[config.mk]
export PLATFORM = sky130hd
export DESIGN_NAME = pwm_multi_channel
export DESIGN_NICKNAME = d
export VERILOG_FILES = /design/src/rtl/pwm_pkg.sv /design/src/rtl/pwm_channel.sv /design/src/rtl/pwm_multi_channel.sv
export SDC_FILE = /design/constraint.sdc
export NUM_CORES = 1
export LEC_CHECK = 0
export CORE_MARGIN = 5
export CORE_UTILIZATION = 25
export DETAILED_ROUTE_END_ITERATION = 10
export SLEW_MARGIN = 20
export SYNTH_ARGS = -nofsm -noshare
export SYNTH_HDL_FRONTEND = slang
export SYNTH_SLANG_ARGS = --single-unit
[constraint.sdc]
create_clock -name clk -period 2.5 [get_ports clk]
set_input_delay 0.5 -clock clk [delete_from_list [all_inputs] [get_ports clk]]
set_output_delay 0.5 -clock clk [all_outputs]
set_load 0.005 [all_outputs]
[src/rtl/pwm_pkg.sv]
`default_nettype none
// ============================================================================
// Module  : pwm_pkg
// Brief   : Shared types, constants and helpers for the multi-channel PWM.
// Revision: 1.0  initial release
// ============================================================================
package pwm_pkg;

    localparam int unsigned c_default_width = 8;

    typedef enum logic {
        PWM_EDGE   = 1'b0,
        PWM_CENTER = 1'b1
    } pwm_mode_e;

    // Index width that stays at least one bit wide for a single channel.
    function automatic int unsigned clog2_min1(input int unsigned n);
        return (n <= 1) ? 1 : $clog2(n);
    endfunction

endpackage
`default_nettype wire

[src/rtl/pwm_channel.sv]
`default_nettype none
// ============================================================================
// Module  : pwm_channel
// Brief   : One PWM comparator with registered, polarity-adjusted output.
// Revision: 1.0  initial release
// ============================================================================
module pwm_channel
    import pwm_pkg::*;
#(
    parameter int WIDTH = c_default_width
) (
    input  logic             clk,
    input  logic             rst_n,
    input  logic [WIDTH-1:0] cnt,
    input  logic [WIDTH-1:0] duty,
    input  logic             polarity,
    output logic             pwm_out
);

    logic r_raw;
    logic r_pol;

    always_ff @(posedge clk or negedge rst_n) begin
        if (!rst_n) begin
            r_raw <= 1'b0;
        end else begin
            r_raw <= (cnt < duty);
        end
    end

    // Unreset so the idle level follows the pin while rst_n is held low.
    always_ff @(posedge clk) begin
        r_pol <= polarity;
    end

    assign pwm_out = r_raw ^ r_pol;

endmodule
`default_nettype wire

[src/rtl/pwm_multi_channel.sv]
`default_nettype none
// ============================================================================
// Module  : pwm_multi_channel
// Brief   : N-channel PWM with shared edge/center counter and shadowed settings.
// Revision: 1.0  initial release
// ============================================================================
module pwm_multi_channel
    import pwm_pkg::*;
#(
    parameter int WIDTH    = c_default_width,
    parameter int CHANNELS = 4
) (
    input  logic                            clk,
    input  logic                            rst_n,
    input  logic                            en,
    input  logic                            mode,
    input  logic                            period_wr,
    input  logic [WIDTH-1:0]                period_in,
    input  logic                            duty_wr,
    input  logic [clog2_min1(CHANNELS)-1:0] duty_chan,
    input  logic [WIDTH-1:0]                duty_in,
    input  logic [CHANNELS-1:0]             polarity,
    output logic [CHANNELS-1:0]             pwm_out,
    output logic                            period_start
);

    typedef enum logic [1:0] {
        ST_IDLE = 2'd0,
        ST_UP   = 2'd1,
        ST_DOWN = 2'd2
    } state_e;

    state_e           r_state;
    pwm_mode_e        r_mode;
    logic [WIDTH-1:0] r_cnt;
    logic [WIDTH-1:0] r_period;
    logic [WIDTH-1:0] r_period_sh;
    logic [WIDTH-1:0] r_duty    [CHANNELS];
    logic [WIDTH-1:0] r_duty_sh [CHANNELS];
    logic             w_boundary;
    logic             w_active;

    always_ff @(posedge clk or negedge rst_n) begin
        if (!rst_n) begin
            r_period_sh <= '0;
            for (int i = 0; i < CHANNELS; i++) begin
                r_duty_sh[i] <= '0;
            end
        end else begin
            if (period_wr) begin
                r_period_sh <= period_in;
            end
            for (int i = 0; i < CHANNELS; i++) begin
                if (duty_wr && (int'(duty_chan) == i)) begin
                    r_duty_sh[i] <= duty_in;
                end
            end
        end
    end

    // A zero period reloads every cycle so a new nonzero value is picked up promptly.
    always_comb begin
        w_boundary = 1'b0;
        if (r_period == '0) begin
            w_boundary = 1'b1;
        end else if (r_mode == PWM_EDGE) begin
            w_boundary = (r_cnt == r_period - WIDTH'(1));
        end else begin
            w_boundary = (r_state == ST_DOWN) && (r_cnt == '0);
        end
    end

    assign w_active = en && (r_state != ST_IDLE) && (r_period != '0);

    always_ff @(posedge clk or negedge rst_n) begin
        if (!rst_n) begin
            r_state      <= ST_IDLE;
            r_mode       <= PWM_EDGE;
            r_cnt        <= '0;
            r_period     <= '0;
            period_start <= 1'b0;
            for (int i = 0; i < CHANNELS; i++) begin
                r_duty[i] <= '0;
            end
        end else if (!en) begin
            r_state      <= ST_IDLE;
            r_cnt        <= '0;
            period_start <= 1'b0;
        end else if ((r_state == ST_IDLE) || w_boundary) begin
            r_state      <= ST_UP;
            r_mode       <= pwm_mode_e'(mode);
            r_cnt        <= '0;
            r_period     <= r_period_sh;
            period_start <= (r_period_sh != '0);
            for (int i = 0; i < CHANNELS; i++) begin
                r_duty[i] <= r_duty_sh[i];
            end
        end else begin
            period_start <= 1'b0;
            case (r_state)
                ST_UP: begin
                    // Center mode holds the top count for a second cycle while turning.
                    if ((r_mode == PWM_CENTER) && (r_cnt == r_period - WIDTH'(1))) begin
                        r_state <= ST_DOWN;
                    end else begin
                        r_cnt <= r_cnt + WIDTH'(1);
                    end
                end
                ST_DOWN: begin
                    r_cnt <= r_cnt - WIDTH'(1);
                end
                default: begin
                    r_state <= ST_IDLE;
                end
            endcase
        end
    end

    for (genvar g = 0; g < CHANNELS; g++) begin : g_channel
        pwm_channel #(
            .WIDTH(WIDTH)
        ) u_channel (
            .clk      (clk),
            .rst_n    (rst_n),
            .cnt      (r_cnt),
            .duty     (w_active ? r_duty[g] : '0),
            .polarity (polarity[g]),
            .pwm_out  (pwm_out[g])
        );
    end

endmodule
`default_nettype wire

# Word-level counts from Yosys, hierarchy flattened
# Index checks and enable logic that the tools add are counted.
# op_classes
n_addsub,3
magnitude_cmp,4
eq_ne,10
muxes,16
bitwise,4
n_reduce_logical,19
# ops
cell,n
$mux 8,7
$lt 8x8->1,4
$logic_not 8->1,2
$pmux 8 s2,1
$reduce_bool 8->1,2
$sub 8x1->8 const B,2
$add 8x1->8 const B,1
$eq 8x8->1,1
$logic_and 1x1->1,8
$ne 4x4->1 const B,2
$eq 2x2->1 const B,3
$mux 2,3
$reduce_and 2->1,3
$eq 2x1->1 const B,2
$logic_not 2->1,2
$mux 1,4
$ne 4x1->1 const B,1
$pmux 2 s2,1
$xor 1x1->1,4
$ne 3x2->1 const B,1
$reduce_bool 2->1,1
$logic_or 1x1->1,1
# word_totals
reg_bits,100
input_bits,28
out_inout_bits,5
elab_cells,78

# Depth between registers and ports, before layout
# depth
ltp_word,7
depth_mapped,12
mapped_depth_nobuf,11

# Cells and area by module
# Synthesis repeated with hierarchy kept, for this count alone.
# hier_totals
hier_cells,448
hier_area_um2,5436.5
# by_module_without_submodules
mod,n_inst,cells_per_inst,area_each_um2,seq_area_each_um2
pwm_multi_channel,1,332,4525.6,2302.2
pwm_channel,4,29,227.7,45.0

# Least setup slack after synthesis
# Ideal clock, no wire load.
# synth_timing
path_type,flip-flop to flip-flop
startpoint,register r_period[0]
endpoint,register r_duty[10] in the netlist's numbering
setup_ns,0.125
t_arrival_ns,2.611
required_time_ns,2.375
setup_slack_ns,-0.236
path_stages_with_launch,11
path_buffers,2
synth_period_minus_slack_ns,2.736
path_cell_list,dfrtp_1 > inv_1 > ha_1 > o21ba_2 > a221oi_1 > nor2_1 > or4_4 > a21o_1 > buf_6 > buf_6 > mux2_4
# synth_between
elab_chain_cells,6
word_cells_on_any_way,7
cone_classes,1 x add/sub; 1 x eq/ne; 2 x mux; 3 x reduce/logical
# synth_rtl
element,line,rtl
start: declaration,pwm_multi_channel.sv:36,logic [WIDTH-1:0] r_period;
start signal: assignment,pwm_multi_channel.sv:93,r_period <= r_period_sh;
$sub 8x1->8,pwm_multi_channel.sv:67,w_boundary = (r_cnt == r_period - WIDTH'(1));
$eq 8x8->1,pwm_multi_channel.sv:67,
$mux 1,pwm_multi_channel.sv:66,end else if (r_mode == PWM_EDGE) begin
$mux 1 *,pwm_multi_channel.sv:64,if (r_period == '0) begin
$logic_or 1x1->1 *,pwm_multi_channel.sv:89,end else if ((r_state == ST_IDLE) || w_boundary) begin
$reduce_and 2->1 (no source line) *,--,
end signal: indexed assignment,pwm_multi_channel.sv:96,r_duty[i] <= r_duty_sh[i];
end: declaration,pwm_multi_channel.sv:38,logic [WIDTH-1:0] r_duty [CHANNELS];
# Every way passes the cells marked *; elsewhere a longest branch is shown, timed or not.
# A chain may end at the register's enable or synchronous reset.

# Final worst setup path
# layout_timing
startpoint,register r_period[4]
endpoint,register r_duty[23] in the netlist's numbering
# Same word-level chain as after synthesis.

==> summary.md <==
| Metric | Value |
|---|---|
| Avg Inst Size Synth | `about 13 um^2` |
| ANT cells | `0` |
| Synth Cell Area | `between 5000 and 6000 um^2` |
| Largest net degree at the start of global routing | `just over 50` |
| Synth top area cells | `dfrtp_1 (46%), mux2_4 (11%), mux2_2 (9.1%)` |
| DR vias | `roughly 3400` |
| Cells after synthesis | `roughly 400` |
| Max-Cap Viols | `0` |
| Total Die Area | `roughly 24000 um^2` |
| R2R Path End | `r_duty[23]$_DFFE_PN0P_` |
| Inst Count DP | `736` |
| R2R Setup Slk | `-130 ps` |
| Root buffer cell | `clkbuf_16` |
| Skew final | `a little over 7 ps` |
| Crit path DAT | `~2900 ps` |
| Synthesized flop and latch total | `100` |
| Clock Path Buffers | `2` |
| Starting DRC count in detailed routing | `between 200 and 250` |
| Final count of pins violating max slew | `0` |
| Post-DP HPWL | `between 8000 and 9000 um` |
| P&R area growth vs syn | `32.2%` |
| Vias per inst | `4.49` |
| Starting Density | `25.6%` |
| Site row count | `52` |
| EDFF count, synth | `0` |
| Syn. warnings | `0` |
| Layout Nets | `552` |
| First-pass GRT wire length | `18900 um` |
| Final TNS setup | `-4030 ps` |
| Seq pwr share | `46.0%` |
| Fmax | `around 0.38 GHz` |
| Grt total ovfl | `0` |
| Count of final setup violators | `just over 40` |
| Remaining routing DRC violations | `0` |
| Fraction of layout cells with a size suffix above 1 | `between 40 and 50%` |
| Slew HR | `approximately 57%` |
| TritonCTS clock tree | `done` |
| Core region area | `a little over 20000 um^2` |
| Hold-fix buffers, CTS | `0` |
| Worst Tran Pin Value | `~650 ps` |
| Worst reg2reg path startpoint | `r_period[4]$_DFFE_PN0P_` |
| WP data required | `roughly 2700 ps` |
| PortBufs | `32` |
| Vias in the first global route | `3805` |
| Period utilization | `105%` |
| Setup ws final | `-131 ps` |
| Comb power frac | `25.6%` |
| Worst skew pair latency | `360 ps` |
| Minimum clock period | `between 2000 and 3000 ps` |
| Clock share of power | `about 28%` |
| P_sw | `about 1400 uW` |
| CTS H-Tree Depth | `3` |
| Hold Crit Class | `in2async` |
| Clock transition at path regs | `70 ps` |
| Synth unique cells | `45` |
| Die Height | `roughly 150 um` |
| GRT Util Overall | `roughly a tenth` |
| Yosys top cell area share | `between 40% and 50%` |
| Reg2reg path depth | `8` |
| Hold WS | `171 ps` |
| Ys flop type | `dfrtp_1` |
| WS Path Type | `reg2reg` |
| CTS buffer count | `9` |
| FILL cells | `approximately 2000` |
| Async S/R FF share, synth | `a little over nine tenths` |
| CP endpoint kind | `flip-flop` |
| Internal cell power | `between 3000 and 4000 uW` |
| Io pins | `33` |
| TritonCTS Sinks | `100` |
| Sw Share | `between 20% and 30%` |
| Avg WL per Cell | `approximately 16 um` |
| Failing checks | `setup timing` |
| Max IR drop VDD | `between 0.0003 and 0.0004 V` |
| Seq/Total Area, Yosys | `approximately 48%` |
| Total Wirelength | `12100 um` |
| DR pass1 iterations | `4` |
| Cell taking the most area after synthesis | `dfrtp_1` |
| Total power | `4830 uW` |
| Initial antenna violation count | `0` |
| Final hold vios | `0` |
| Crit-path max FO | `32` |
| Leak | `slightly above 0.003 uW` |
| Pwr/cell area | `about 700 nW/um^2` |
| Antenna Nets Post-Route | `0` |
| Non-Filler Instances | `around 760` |
| Syn nets | `between 400 and 500` |
| Status | `complete, but fails checks` |
| Type of origin of the critical path | `flip-flop` |
| RSZ-0062 raised after global routing | `true` |
| Die X | `~150 um` |
| Gpl congestion | `about 0.8` |
-- through the flow --
| stage | worst slack [ps] | cell area, um^2 | utilization (%) |
|---|---|---|---|
| finish | -131 | 6910 | 33.8 |
| global route | -249 | 6910 | 33.8 |
| CTS | -103 | 6520 | 31.9 |
| detailed placement | -181 | 6150 | 30.1 |
| global placement | -79.5 | 6150 | 30.1 |
| floorplan | -67.1 | 5270 | - |
-- area by class of cell --
cell class	instances	area [um^2]	area share, %
inverter	6	22.5	0.326
tap	270	338	4.89
multi-input combinational	289	3000	43.4
sequential	100	2480	36.0
clock buffer	9	225	3.26
clock inverter	7	63.8	0.924
timing repair buffer	81	772	11.2
-- cells in the mapped netlist (2+ instances only) --
| master | n |
|---|---|
| nor4_1 | 5 |
| xor2_1 | 13 |
| buf_4 | 4 |
| a21o_1 | 18 |
| dfxtp_1 | 4 |
| a21oi_1 | 15 |
| o2111ai_1 | 5 |
| and2_1 | 2 |
| clkbuf_1 | 4 |
| dfrtp_1 | 96 |
| nand2_1 | 30 |
| ha_1 | 36 |
| nand2b_1 | 2 |
| inv_1 | 6 |
| nand3b_1 | 2 |
| o31ai_1 | 2 |
| o31a_1 | 2 |
| xnor2_1 | 7 |
| nor2_1 | 17 |
| a31oi_1 | 2 |
| buf_6 | 5 |
| o21bai_1 | 3 |
| or4_1 | 4 |
| o21a_1 | 6 |
| nor2b_1 | 5 |
| nand3_1 | 3 |
| mux2_2 | 42 |
| nand4_1 | 5 |
| o21ai_0 | 2 |
| nor3_1 | 3 |
| mux2_4 | 39 |
| mux2i_1 | 5 |
| or2_2 | 2 |
-- state kept, by name (all words and copies together) (netlist names) --
name,flops
period_start,1
r_duty_sh,32
r_period,8
g_channel.u_channel.r_raw,4
g_channel.u_channel.r_pol,4
r_state,2
r_period_sh,8
r_cnt,8
r_duty,32
r_mode,1
-- critical path: stages (launching register included) --
cell,delay (ps)
dfrtp_1,430
buf_4,160
xor2_1,260
and4_1,270
nor2_1,70
or4_4,550
a21o_4,240
buf_12,180
mux2_4,320
-- layout by cell type, fill, tap and decap left out, drive strengths merged, types with 2 or more instances in the layout --
| cell | n |
|---|---|
| or4 | 5 |
| dfxtp | 4 |
| nand2b | 2 |
| o21ai | 2 |
| nor4 | 6 |
| nand3b | 2 |
| nor3 | 3 |
| nor2 | 17 |
| xor2 | 13 |
| or2 | 2 |
| a21oi | 15 |
| a21o | 18 |
| nor2b | 5 |
| clkdlybuf4s50 | 31 |
| o2111ai | 5 |
| o31a | 2 |
| inv | 10 |
| nand2 | 30 |
| buf | 49 |
| xnor2 | 7 |
| and2 | 2 |
| nand3 | 3 |
| mux2i | 5 |
| o21bai | 3 |
| o21a | 6 |
| a31oi | 2 |
| clkinv | 2 |
| ha | 36 |
| o31ai | 3 |
| nand4 | 5 |
| mux2 | 81 |
| dfrtp | 96 |
| clkbuf | 10 |
-- power by group through the flow --
stage,registers (uW),clock network [uW],logic [uW]
after floorplan,2140,0,810
after global routing,2260,1470,1340
after CTS,2200,1410,1170
after global placement,2230,0,1080
final,2220,1370,1230
after detailed placement,2230,0,1120
-- how the worst max path moves through the flow --
stage	startpoint	end	slack, ps	cells after the start
after floorplan	r_period[5]$_DFFE_PN0P_	r_duty[10]$_DFFE_PN0P_	-70	8
after global placement	r_period[1]$_DFFE_PN0P_	r_duty[15]$_DFFE_PN0P_	-80	9
after detailed placement	r_state[0]$_DFFE_PN0P_	r_cnt[7]$_DFFE_PN0P_	-180	9
after CTS	r_period[1]$_DFFE_PN0P_	r_duty[23]$_DFFE_PN0P_	-100	9
after global routing	r_period[4]$_DFFE_PN0P_	r_duty[23]$_DFFE_PN0P_	-250	8
final	r_period[4]$_DFFE_PN0P_	r_duty[23]$_DFFE_PN0P_	-130	8
-- repair_timing --
item | 4_1_cts | 5_1_grt
setup buffers | 3 | 7
endpoints found under the setup margin | 46 | 54
gates resized for setup | 15 | 55
gates cloned | 0 | 1
pin swaps | 2 | 25
-- kinds of logic (layout without fill, tap and decap cells) --
group	Yosys count	in the layout	synth area share, %
AO/OA/AOI/OAI	60	60	8.14
XOR/XNOR	20	20	3.35
adder cells (fa/ha/maj)	37	37	9.01
buffers and inverters	19	103	2.37
flip-flops	100	100	47.5
multiplexers	86	86	21.2
AND/OR/NAND/NOR	86	86	8.38
-- metal layers --
layer | wire [um] | part of all wire (%) | track usage, %
met4 | 328 | 2.7 | 5.05
met1 | 5180 | 43 | 11.5
met3 | 227 | 1.9 | 1.87
met5 | 0 | 0 | 0
met2 | 6380 | 53 | 17.4
No activity file was read; power rests on OpenSTA's default activity.
